File: src/rtl/pc_gen_pkg.sv
// Shared definitions for the fetch-address unit: branch-op encodings,
// redirect classes, default reset PC / exception-vector geometry and
// the target-computation helpers.
package pc_gen_pkg;

  // ID-stage branch operation encoding
  typedef enum logic [1:0] {
    BR_NONE   = 2'b00,
    BR_JUMP   = 2'b01,
    BR_OFFSET = 2'b10,
    BR_RS     = 2'b11
  } br_op_e;

  // Redirect classes; numeric order is the priority order
  typedef enum logic [1:0] {
    CLS_NONE = 2'd0,
    CLS_BR   = 2'd1,
    CLS_ERET = 2'd2,
    CLS_EXC  = 2'd3
  } redir_cls_e;

  localparam logic [31:0] DEF_RESET_PC   = 32'h0000_3000;
  localparam logic [31:0] DEF_VEC_BASE   = 32'h0000_4180;
  localparam logic [31:0] DEF_VEC_STRIDE = 32'h0000_0020;
  localparam int unsigned DEF_RAS_DEPTH  = 4;

  // J-type target: region bits of the ID PC, word index, byte alignment
  function automatic logic [31:0] jump_target(input logic [3:0]  pc_hi,
                                              input logic [25:0] imm26);
    return {pc_hi, imm26, 2'b00};
  endfunction

  // Branch target: delay-slot PC plus sign-extended word offset, mod 2^32
  function automatic logic [31:0] offset_target(input logic [31:0] pc_id,
                                                input logic [15:0] imm16);
    return pc_id + 32'd4 + {{14{imm16[15]}}, imm16, 2'b00};
  endfunction

endpackage

File: src/rtl/pc_gen_ras.sv
// Circular return-address stack. Push at the free slot, pop from the
// slot below it; a push into a full stack overwrites the oldest entry
// and the count saturates. Pop then push within one cycle.
// Used only when the PC_GEN_RAS_EN macro is defined.
module pc_gen_ras
  import pc_gen_pkg::*;
#(
  parameter int unsigned RAS_DEPTH = DEF_RAS_DEPTH
) (
  input  logic        clk,
  input  logic        rst_n,
  input  logic        i_push,
  input  logic        i_pop,
  input  logic [31:0] i_push_data,
  output logic [31:0] o_top,
  output logic        o_nonempty
);

  localparam int unsigned PTR_W = $clog2(RAS_DEPTH);
  localparam int unsigned CNT_W = PTR_W + 1;

  logic [31:0]      r_mem [RAS_DEPTH];
  logic [PTR_W-1:0] r_ptr;
  logic [CNT_W-1:0] r_cnt;

  logic             w_do_pop;
  logic [PTR_W-1:0] w_ptr_top;
  logic [PTR_W-1:0] w_ptr_after_pop;

  assign w_do_pop        = i_pop && (r_cnt != '0);
  assign w_ptr_top       = r_ptr - PTR_W'(1);
  assign w_ptr_after_pop = w_do_pop ? w_ptr_top : r_ptr;
  assign o_top           = r_mem[w_ptr_top];
  assign o_nonempty      = (r_cnt != '0);

  // Stack storage, pointer and occupancy update
  always_ff @(posedge clk) begin
    if (!rst_n) begin
      r_ptr <= '0;
      r_cnt <= '0;
      for (int unsigned i = 0; i < RAS_DEPTH; i++) begin
        r_mem[i] <= '0;
      end
    end else if (i_push) begin
      // pop-then-push: write lands in the slot just vacated by the pop
      r_mem[w_ptr_after_pop] <= i_push_data;
      r_ptr                  <= w_ptr_after_pop + PTR_W'(1);
      if (!w_do_pop && (r_cnt != CNT_W'(RAS_DEPTH))) begin
        r_cnt <= r_cnt + CNT_W'(1);
      end
    end else if (w_do_pop) begin
      r_ptr <= w_ptr_top;
      r_cnt <= r_cnt - CNT_W'(1);
    end
  end

endmodule

File: src/rtl/pc_gen.sv
// Fetch-address unit: owns the architectural PC, arbitrates redirects
// (EXC > ERET > BR > sequential) and keeps any redirect seen during an
// IF stall pending until the stall releases.
// Optional return-address stack for `jr $31`: define PC_GEN_RAS_EN.
module pc_gen
  import pc_gen_pkg::*;
#(
  parameter logic [31:0] RESET_PC   = DEF_RESET_PC,
  parameter int unsigned EXC_W      = 4,
  parameter logic [31:0] VEC_BASE   = DEF_VEC_BASE,
  parameter logic [31:0] VEC_STRIDE = DEF_VEC_STRIDE,
  parameter int unsigned RAS_DEPTH  = DEF_RAS_DEPTH
) (
  input  logic             clk,
  input  logic             rst_n,
  input  logic             stall,
  input  logic             exc_valid,
  input  logic [EXC_W-1:0] exc_code,
  input  logic             eret_valid,
  input  logic [31:0]      cp0_epc,
  input  logic [1:0]       br_op,
  input  logic [31:0]      pc_id,
  input  logic [15:0]      imm16,
  input  logic [25:0]      imm26,
  input  logic [31:0]      rs_data,
  input  logic             call_id,
  input  logic             ret_id,
  input  logic             rs_ready,
  output logic [31:0]      pc,
  output logic [31:0]      re_addr,
  output logic             pend_valid,
  output logic             ras_used
);

  logic [31:0] r_pc;
  logic        r_pend_valid;
  redir_cls_e  r_pend_cls;
  logic [31:0] r_pend_tgt;

  logic [31:0] w_code_ext;
  logic [31:0] w_exc_tgt;
  logic [31:0] w_rs_tgt;
  logic [31:0] w_br_tgt;
  redir_cls_e  w_in_cls;
  logic [31:0] w_in_tgt;
  redir_cls_e  w_eff_cls;
  logic [31:0] w_eff_tgt;

  assign re_addr    = pc_id + 32'd8;
  assign w_code_ext = {{(32-EXC_W){1'b0}}, exc_code};
  assign w_exc_tgt  = VEC_BASE + w_code_ext * VEC_STRIDE;

`ifdef PC_GEN_RAS_EN
  logic        w_ras_ret;
  logic        w_ras_hit;
  logic [31:0] w_ras_top;
  logic        w_ras_nonempty;

  assign w_ras_ret = ret_id && (br_op_e'(br_op) == BR_RS);
  assign w_ras_hit = w_ras_ret && !rs_ready && w_ras_nonempty;
  assign w_rs_tgt  = w_ras_hit ? w_ras_top : rs_data;
  assign ras_used  = w_ras_hit;

  // stack is frozen while fetch is stalled
  pc_gen_ras #(
    .RAS_DEPTH (RAS_DEPTH)
  ) u_ras (
    .clk         (clk),
    .rst_n       (rst_n),
    .i_push      (call_id && !stall),
    .i_pop       (w_ras_ret && !stall),
    .i_push_data (re_addr),
    .o_top       (w_ras_top),
    .o_nonempty  (w_ras_nonempty)
  );
`else
  logic w_unused_ras;

  assign w_unused_ras = ^{call_id, ret_id, rs_ready};
  assign w_rs_tgt     = rs_data;
  assign ras_used     = 1'b0;
`endif

  // Incoming request: class and target of the highest-priority source
  always_comb begin
    w_br_tgt = '0;
    case (br_op_e'(br_op))
      BR_JUMP:   w_br_tgt = jump_target(pc_id[31:28], imm26);
      BR_OFFSET: w_br_tgt = offset_target(pc_id, imm16);
      BR_RS:     w_br_tgt = w_rs_tgt;
      default:   w_br_tgt = '0;
    endcase

    w_in_cls = CLS_NONE;
    w_in_tgt = '0;
    if (exc_valid) begin
      w_in_cls = CLS_EXC;
      w_in_tgt = w_exc_tgt;
    end else if (eret_valid) begin
      w_in_cls = CLS_ERET;
      w_in_tgt = cp0_epc;
    end else if (br_op_e'(br_op) != BR_NONE) begin
      w_in_cls = CLS_BR;
      w_in_tgt = w_br_tgt;
    end
  end

  // Effective request: higher of incoming and pending, incoming on a tie
  always_comb begin
    w_eff_cls = w_in_cls;
    w_eff_tgt = w_in_tgt;
    if (w_in_cls < r_pend_cls) begin
      w_eff_cls = r_pend_cls;
      w_eff_tgt = r_pend_tgt;
    end
  end

  // PC register and pending-redirect holding across stalls
  always_ff @(posedge clk) begin
    if (!rst_n) begin
      r_pc         <= RESET_PC;
      r_pend_valid <= 1'b0;
      r_pend_cls   <= CLS_NONE;
      r_pend_tgt   <= '0;
    end else if (!stall) begin
      r_pc         <= (w_eff_cls == CLS_NONE) ? r_pc + 32'd4 : w_eff_tgt;
      r_pend_valid <= 1'b0;
      r_pend_cls   <= CLS_NONE;
      r_pend_tgt   <= '0;
    end else if (w_eff_cls != CLS_NONE) begin
      r_pend_valid <= 1'b1;
      r_pend_cls   <= w_eff_cls;
      r_pend_tgt   <= w_eff_tgt;
    end
  end

  assign pc         = r_pc;
  assign pend_valid = r_pend_valid;

endmodule
File: config.mk
export PLATFORM = sky130hd
export DESIGN_NAME = pc_gen
export DESIGN_NICKNAME = d
export VERILOG_FILES = /design/src/rtl/pc_gen_pkg.sv /design/src/rtl/pc_gen_ras.sv /design/src/rtl/pc_gen.sv
export SDC_FILE = /design/constraint.sdc
export NUM_CORES = 1
export LEC_CHECK = 0
export CAP_MARGIN = 20
export CELL_PAD_IN_SITES_DETAIL_PLACEMENT = 0
export CELL_PAD_IN_SITES_GLOBAL_PLACEMENT = 2
export CORE_ASPECT_RATIO = 2
export CORE_MARGIN = 3
export CORE_UTILIZATION = 27
export CTS_BUF_LIST = sky130_fd_sc_hd__clkbuf_2
export CTS_CLUSTER_SIZE = 16
export DETAILED_ROUTE_END_ITERATION = 10
export GPL_TIMING_DRIVEN = 1
export HOLD_SLACK_MARGIN = 0.03
export PLACE_DENSITY_LB_ADDON = 0.1
export SYNTH_ARGS = -nofsm -noshare
export SYNTH_HDL_FRONTEND = slang
export SYNTH_HIERARCHICAL = 1
export SYNTH_SLANG_ARGS = --single-unit
File: constraint.sdc
create_clock -name clk -period 4.51 [get_ports clk]
set_clock_uncertainty 0.2 [all_clocks]
set_input_delay 1.353 -clock clk [delete_from_list [all_inputs] [get_ports clk]]
set_output_delay 1.353 -clock clk [all_outputs]
set_load 0.01 [all_outputs]
Yosys cells after proc, flatten, opt, wreduce, memory -nomap -nowiden:

Index checks and enable logic that the tools add are counted.

* magnitude comparators: 1
* reductions and logical operators: 4
* equality and inequality tests: 3
* muxes and demuxes: 10
* add/sub/neg operators: 5

Operators with widths (number)
* 2-to-1 mux 32 bit: 5
* one-hot mux 32 bit (3 select lines): 1
* adder 32 x 3 -> 32 bit (second input constant): 2
* adder 32 bit: 1
* adder 32 x 4 -> 32 bit (second input constant): 1
* adder 15 x 9 -> 16 bit (first input constant): 1
* 2-to-1 mux 2 bit: 3
* == test 2 bit (second input constant): 2
* nonzero test 2 bit: 2
* == test 2 x 1 -> 1 bit (second input constant): 1
* zero test 2 bit: 1
* less-than comparator 2 bit: 1
* AND reduction 2 bit: 1
* 2-to-1 mux 1 bit: 1

* output and inout bits: 66
* word-level logic and storage cells: 27
* bits of input ports: 152
* register bits after elaboration: 67

Longest topological paths before layout:

Gate-level depths: netlist of run 1.

* depth after elaboration: 8
* mapped depth: 15
* gate-level depth less buffers: 14

Least setup slack after synthesis of run 1:

OpenSTA, ideal clock, no wires.

* kind: input to register
* start point: input eret_valid
* end point: register r_pc[25], in the netlist pc[25]
* data required time: 4.191 ns
* slack: 0.242 ns
* arrival time: 3.950 ns
* stages: 15
* cells stage by stage: buf_2 -> clkbuf_1 -> clkbuf_1 -> nor2_1 -> inv_1 -> ha_1 -> clkbuf_1 -> nor2_1 -> o221a_2 -> buf_6 -> a211oi_1 -> o311ai_1 -> nor3_1 -> a211oi_1 -> o221a_2

* cells in the longest elaborated chain, start to end: 6
* elaborated cells on any way between the ends: 9

RTL lines
* from (decl): line pc_gen.sv:19 `input logic eret_valid,`
* 2-to-1 mux 2 bit: line pc_gen.sv:99 `end else if (eret_valid) begin`
* 2-to-1 mux 2 bit: line pc_gen.sv:96 `if (exc_valid) begin`
* less-than comparator 2 bit: line pc_gen.sv:112 `if (w_in_cls < r_pend_cls) begin`
* 2-to-1 mux 2 bit: line pc_gen.sv:112
* zero test 2 bit: line pc_gen.sv:126 `r_pc <= (w_eff_cls == CLS_NONE) ? r_pc + 32'd4 : w_eff_tgt;`
* 2-to-1 mux 32 bit (*): line pc_gen.sv:126
* to (signal assigned): line pc_gen.sv:126
* to (decl): line pc_gen.sv:35 `logic [31:0] r_pc;`

Mark *: on every way between the ends. The rest lies on a longest branch, timed or not.
A chain may end at the register's enable or synchronous reset.

Worst setup path after layout of run 1:

* start point: input pc_id[13]
* end point: output re_addr[17]

* cells in the longest elaborated chain, start to end: 1

RTL lines
* from (decl): line pc_gen.sv:22 `input logic [31:0] pc_id,`
* adder 32 x 4 -> 32 bit: line pc_gen.sv:49 `assign re_addr = pc_id + 32'd8;`
* to (decl): line pc_gen.sv:30 `output logic [31:0] re_addr,`

No other way between the ends.

==> results.md, run 1 <==
- Run status: completed
- Placed cell count: 1647
- Busiest grt layer: met2
- Post-Route WL: approximately 31000 µm
- CTS buffer count: 9
- Fin cells: between 1.5k and 2k
- Setup violations, final: 0
- Sw power: just over 800 µW
- Worst-path clk slew: about 0.2 ns
- Routed WL per cell: ~19 µm
- Met2 Usage GRT: 42.4%
- Post-DP HPWL: 26200 µm
- Post-synth ARST share: 0%
- Final ANT Viol Nets: 0
- DR vias/cell: between 5 and 6
- Worst Path Buf+Inv: 4
- Int Power: around 1.3 mW
- Final design instance area without fill: 10900 µm²
- Core area: roughly 26000 µm²
- Die Y: between 200 and 250 µm
- Crit. End Element: output pin
- Post-Syn Area: between 7000 and 8000 µm²
- Dominant cell type by area after synthesis: dfxtp_1
- Syn_nets: ~1.2k
- Crit-path max FO: 4
- Vias in the first global route: approximately 8.8k
- Hold path start: r_pend_tgt[11]
- Total power: ~2.1 mW
- Fillcell total: ~2.8k
- Most frequent cells in the layout: clkdlybuf4s50_1, buf_4, nand2_1, a21oi_1, nor2_1
- Final Hold Fails: 0
- Comb power frac: 54.1%
- Leakage power: between 4 and 5 nW
- Flops & latches, synth: between 60 and 70
- Vias: 8595
- CP max stage delay: between 0.4 and 0.5 ns
- Met3 usage: 1.98%
- Syn. warnings: 6
- Yosys top cell area share: around a fifth
- TritonCTS clock tree: built
- Delay-heaviest family, CP: buffers and inverters
- Sequential Power Share: between 30% and 40%
- Longest Clk Path Bufs: 2
- Xor and xnor fraction of the mapped netlist area: 5.60%
- Sw Share: around two fifths
- Reg-to-reg startpoint: pc[2]
- Grt total ovfl: 0
- Power density cells: about 190 nW/µm²
- Adder-Cell Fraction of Synth Area: 11.1%
- Mux contribution to synthesized area: roughly 3.7%
- Max Cap Viol: 0
- Unrepaired setup endpoints after global routing: true
- Synth unique cells: 85
- Area Overhead vs Synth: 50.8%
- DIE AREA: approximately 29000 µm²
- Post-Syn Instances: between 900 and 1k
- Post-route minimum period: about 4.4 ns
- Post-synthesis sequential area ratio: between 10% and 20%
- Cells on worst reg2reg path: 8
- First-pass iteration count of the detailed router: 5
- Tcrit/Tclk final: a little over nine tenths
- Reg2Reg Capture Point: pc[23]
- First-pass GRT wire length: a little under 50000 µm
- Nature of the critical path startpoint: primary input
- WP data arrival: 2.86 ns
- CP max-delay cell: clkdlybuf4s50_1
- CP required: 2.96 ns
- Post-synth EDFFs: 0
- Worst reg2reg setup slack: 1.57 ns
- Initial antenna violation count: 4
- Final nets: roughly 1.5k
- Hold EP: pc[11]
- H-tree levels: 3
- FF/Latch Area: 1340 µm²
- Ranking of synthesized cells by area: dfxtp_1, ha_1, a21oi_1
- Initial Util: between 20% and 30%
- DP Area: 10700 µm²
- CTS sink cnt: 67
- IO buf count: around 210
- Hold-critical path depth: 2
- Compound-Gate Fraction of Synth Area: roughly 30%
- Highest clock rate: about 230 MHz
- Setup TNS: 0 ns
- Clock Power Share: ~14%
- Footprint of the multi-input gates: around 5500 µm²
- Detailed-route DRC error count: 0
- Clock latency on the worst-skew pair: slightly below 0.6 ns
- Hold crit path type: reg2reg
- Slew at the pin with the worst max-slew slack: roughly 1.0 ns
- Met1 GRT Util: between 20% and 30%
- Main combinational cell family by area after synthesis: compound AO/OA/AOI/OAI gates
- Most used cell along the critical path: buf_4
- Top_reg_cell synth: dfxtp_1
- I/O Pins: 218
- Row count: 83
- Total GRT Usage: 21.7%
- Slew headroom: 29.8%
- Final RePlAce weighted congestion: 0.863
- CP cell instances: clkdlybuf4s50_1 -> nand3_2 -> nor2_2 -> buf_4 -> buf_4 -> nand4_1 -> xnor2_1 -> dlygate4sd2_1
- Fraction of layout cells with a size suffix above 1: just under 20%
- Commonest non-fill, non-tap cell in the layout: clkdlybuf4s50_1
- Pin count of the biggest net entering global routing: 38
- Fin. max-slew vios: 0
- Crit Path Class: in2out
- Root buffer cell: clkbuf_2
- Die width: about 120 µm
- Syn avg cell area: between 7 and 8 µm²
- Post-synthesis simple-gate area fraction: between 20% and 30%
- DRT iter0 DRCs: ~460
- VDD IR-drop max: ~0.087 mV
[per-layer routing]
metal / part of all wire (%) / vias to the layer above
li1: - / 4336
met5: 0 / -
met2: 56 / 216
met3: 3.2 / 50
met4: 3.5 / 0
met1: 37 / 3993
[power groups by stage]
stage	Sequential [mW]	Combinational, mW	Clock (mW)
3_5_place_dp	0.679	1.15	0
4_1_cts	0.667	1.15	0.316
3_3_place_gp	0.679	1.15	0
5_1_grt	0.674	1.25	0.336
6_report	0.668	1.14	0.299
2_1_floorplan	0.680	0.559	0
[worst max-delay path by stage]
stage	from	to	cells after the start
CTS	pc_id[15]	re_addr[31]	8
detailed placement	pc_id[6]	re_addr[26]	11
global placement	pc_id[6]	re_addr[26]	11
floorplan	eret_valid	pc[25]	15
global route	pc_id[6]	re_addr[28]	11
finish	pc_id[13]	re_addr[17]	8
[timing repair]
item	CTS	global route
buffers inserted	1	0
resized for setup	100	7
endpoints found under the setup margin	24	12
pin swaps	12	4
hold buffers	0	0
[cell families after synthesis]
logic type,Yosys count
adders and majority gates,63
muxes,26
buffers and inverters,92
DFF,67
xor gates and xnor gates,46
and+or+nand+nor,357
other,1
AOI/OAI and AO/OA,329
[tightest hold or removal path, stage by stage (launching register included)]
cell and delay (ns):
dfxtp_1 0.34, nand2_1 0.05, a31oi_1 0.07
[synthesized netlist by cell type (7+ instances only)]
cell type,number
inv_1,30
xor2_1,16
nor3_1,15
nand4_1,18
mux2i_1,20
and2_1,8
nand2_1,104
dfxtp_1,67
and3_1,25
nand2b_1,9
o21a_1,8
a21oi_1,85
o211ai_1,14
a31oi_1,24
a221oi_1,12
a211oi_1,16
xnor2_1,30
nor2_1,81
a21o_1,11
ha_1,62
nand3_1,56
nor2b_1,10
buf_1,7
a22oi_1,9
clkbuf_1,32
buf_2,11
o21ai_0,76
[layout make-up]
class | instances | share of cell area [%]
clock buffers | 10 | 0.461
inverters | 30 | 1.04
repair buffers | 389 | 31.1
multi-input cells | 822 | 50.8
clock inverters | 5 | 0.196
well taps | 340 | 3.92
diodes | 4 | 0.0922
flip-flops and latches | 67 | 12.4
[registers in the layout, summed over array words and instances, names as in the netlist]
| name | count |
|---|---|
| r_pend_tgt | 32 |
| r_pend_cls | 2 |
| pend_valid | 1 |
| pc | 32 |
[per-stage QoR]
step           util, %  hold slack (ns)  worst slack [ns]
5_1_grt           41.8            0.269         -0.000129
3_5_place_dp      41.4            0.245            -0.911
6_report          41.8            0.247            0.0931
2_1_floorplan        -            0.232             0.242
4_1_cts           41.7            0.248            0.0103
3_3_place_gp      41.4            0.239            -0.896
No activity file was read; power rests on OpenSTA's default activity.
==> run 2, diff against run 1 <==
--- a/config.mk
+++ b/config.mk
@@ -21,3 +21,4 @@
 export SYNTH_HDL_FRONTEND = slang
 export SYNTH_HIERARCHICAL = 1
 export SYNTH_SLANG_ARGS = --single-unit
+export TNS_END_PERCENT = 30
==> run 2 against run 1 <==
Net effect: worst hold slack stayed put; sequential power about the same; largest power group unchanged; flip-flop and latch count unchanged; critical path type unchanged; cell count unchanged; worst setup slack unchanged; via count is essentially flat; combinational power hardly changed; sequential share of layout area barely moved; fmax unchanged; largest cell class unchanged.
==> results.md, run 2 (synthesis gave the netlist of run 1 again) <==
- Run status: completed
- Final Hold Fails: 0 (unchanged)
- H-tree levels: 3 (unchanged)
- Fillcell total: 2784 (+0.11%)
- Commonest non-fill, non-tap cell in the layout: clkdlybuf4s50_1
- VDD IR-drop max: 0.0872 mV (unchanged)
- CTS buffer count: 9 (unchanged)
- Post-CTS Hold Buffers: 0 (unchanged)
- Setup violations, final: 0 (unchanged)
- Root buffer cell: clkbuf_2
- Vias in the first global route: 8821 (unchanged)
- Grt total ovfl: 0 (unchanged)
- Post-Route WL: 31400 µm (about the same)
- Highest clock rate: 226 MHz (unchanged)
- Total power: 2.11 mW (about the same)
- CTS sink cnt: 67 (unchanged)
- Initial Util: 27.7% (unchanged)
- Clock latency on the worst-skew pair: 0.59 ns (about the same)
- Hold crit path type: reg2reg
- IO buf count: 213 (unchanged)
- Slew headroom: 29.9% (+0.17 points)
- FF/Latch Area: 1340 µm² (unchanged)
- TritonCTS clock tree: built
- Post-route minimum period: 4.42 ns (unchanged)
- Power density cells: 194 nW/µm² (about the same)
- CP required: 2.96 ns (about the same)
- Area Overhead vs Synth: 50.7% (about the same)
- Longest Clk Path Bufs: 2 (unchanged)
- Final RePlAce weighted congestion: 0.863 (unchanged)
- Row count: 83 (unchanged)
- DIE AREA: 28800 µm² (unchanged)
- Post-DP HPWL: 26200 µm (unchanged)
- Initial antenna violation count: 4 (unchanged)
- Leakage power: 4.55 nW (-0.17%)
- Unrepaired setup endpoints after global routing: true
- Routed WL per cell: 18.8 µm (about the same)
- Hold Slack: 0.247 ns (unchanged)
- Most frequent cells in the layout: clkdlybuf4s50_1, buf_4, nand2_1, a21oi_1, nor2_1
- Pin count of the biggest net entering global routing: 38 (unchanged)
- Max Cap Viol: 0 (unchanged)
- Crit-path max FO: 4 (unchanged)
- Die Y: 237 µm (unchanged)
- Fin. max-slew vios: 0 (unchanged)
- Slew at the pin with the worst max-slew slack: 1.05 ns (-0.00254 ns)
- Crit. End Element: output pin
- Vias: 8592 (-0.035%)
- Crit Path Class: in2out
- Detailed-route DRC error count: 0 (unchanged)
- Worst-path clk slew: 0.20 ns (about the same)
- Tcrit/Tclk final: 97.9% (unchanged)
- Core area: 26000 µm² (unchanged)
- Fraction of layout cells with a size suffix above 1: 19.7% (-0.15 points)
- I/O Pins: 218 (unchanged)
- DRT iter0 DRCs: 456 (-0.22%)
- Total GRT Usage: 21.7% (unchanged)
- DR vias/cell: 5.15 (about the same)
- Final ANT Viol Nets: 0 (unchanged)
- First-pass iteration count of the detailed router: 5 (unchanged)
- Footprint of the multi-input gates: 5510 µm² (-0.18%)
- WP data arrival: 2.86 ns (about the same)
- Final nets: 1534 (unchanged)
- Nature of the critical path startpoint: primary input
- First-pass GRT wire length: 48600 µm (unchanged)
- Die width: 121 µm (unchanged)
-- run 2: cell counts in the layout (fill, tap and decap cells not counted) --
Identical to the previous run, type by type.
-- run 2: path summary, 6_finish.rpt --
check,from,cells past startpoint,endpoint,slack [ns]
setup reg to reg,pc[2],8,pc[23],1.57
hold reg to reg,r_pend_tgt[11],2,pc[11],0.25
setup / recovery,pc_id[13],8,re_addr[17],0.09
hold / removal,r_pend_tgt[11],2,pc[11],0.25
-- run 2: stage by stage --
stage          setup TNS, ns  setup slack (ns)  instance area, µm²  utilization, %  instances
2_1_floorplan              0             0.242                7200               -        981
3_3_place_gp          -24.18            -0.896               10700            41.4       1647
3_5_place_dp          -24.43            -0.911               10700            41.4       1647
4_1_cts                    0            0.0103               10800            41.7       1663
5_1_grt             -0.00534          -0.00534               10800            41.8       1667
6_report                   0            0.0931               10800            41.8       1667
-- run 2: layer usage --
metal / GRT usage (%) / wire length [µm] / up-vias
li1: - / - / 4338
met1: 22.9 / 11600 / 3991
met2: 42.4 / 17700 / 213
met3: 1.98 / 991 / 50
met4: 8.94 / 1100 / 0
met5: 0 / 0 / -
-- run 2: final cells by class --
class	count	share of cell area, %
tap	340	3.92
antenna	4	0.0923
clock buffer	10	0.462
inverter	30	1.04
timing repair buffer	389	31.1
clock inverter	5	0.196
sequential	67	12.4
multi-input combinational	822	50.8
-- run 2: repair_timing --
item	in CTS	in global routing
hold endpoints to repair	0	0
pin swaps	12	4
gates resized for setup	100	5
gates cloned	0	0
setup buffers	1	0
endpoints found under the setup margin	24	12
-- run 2: power breakdown --
part	switching, mW	internal, mW	total [mW]
clock network	0.235	0.0648	0.299
registers	0.0377	0.630	0.668
logic	0.558	0.580	1.14
-- run 2: critical path: stages --
cell and delay (ns):
clkdlybuf4s50_1 0.49, nand3_2 0.09, nor2_2 0.11, buf_4 0.14, buf_4 0.13, nand4_1 0.11
xnor2_1 0.15, dlygate4sd2_1 0.28
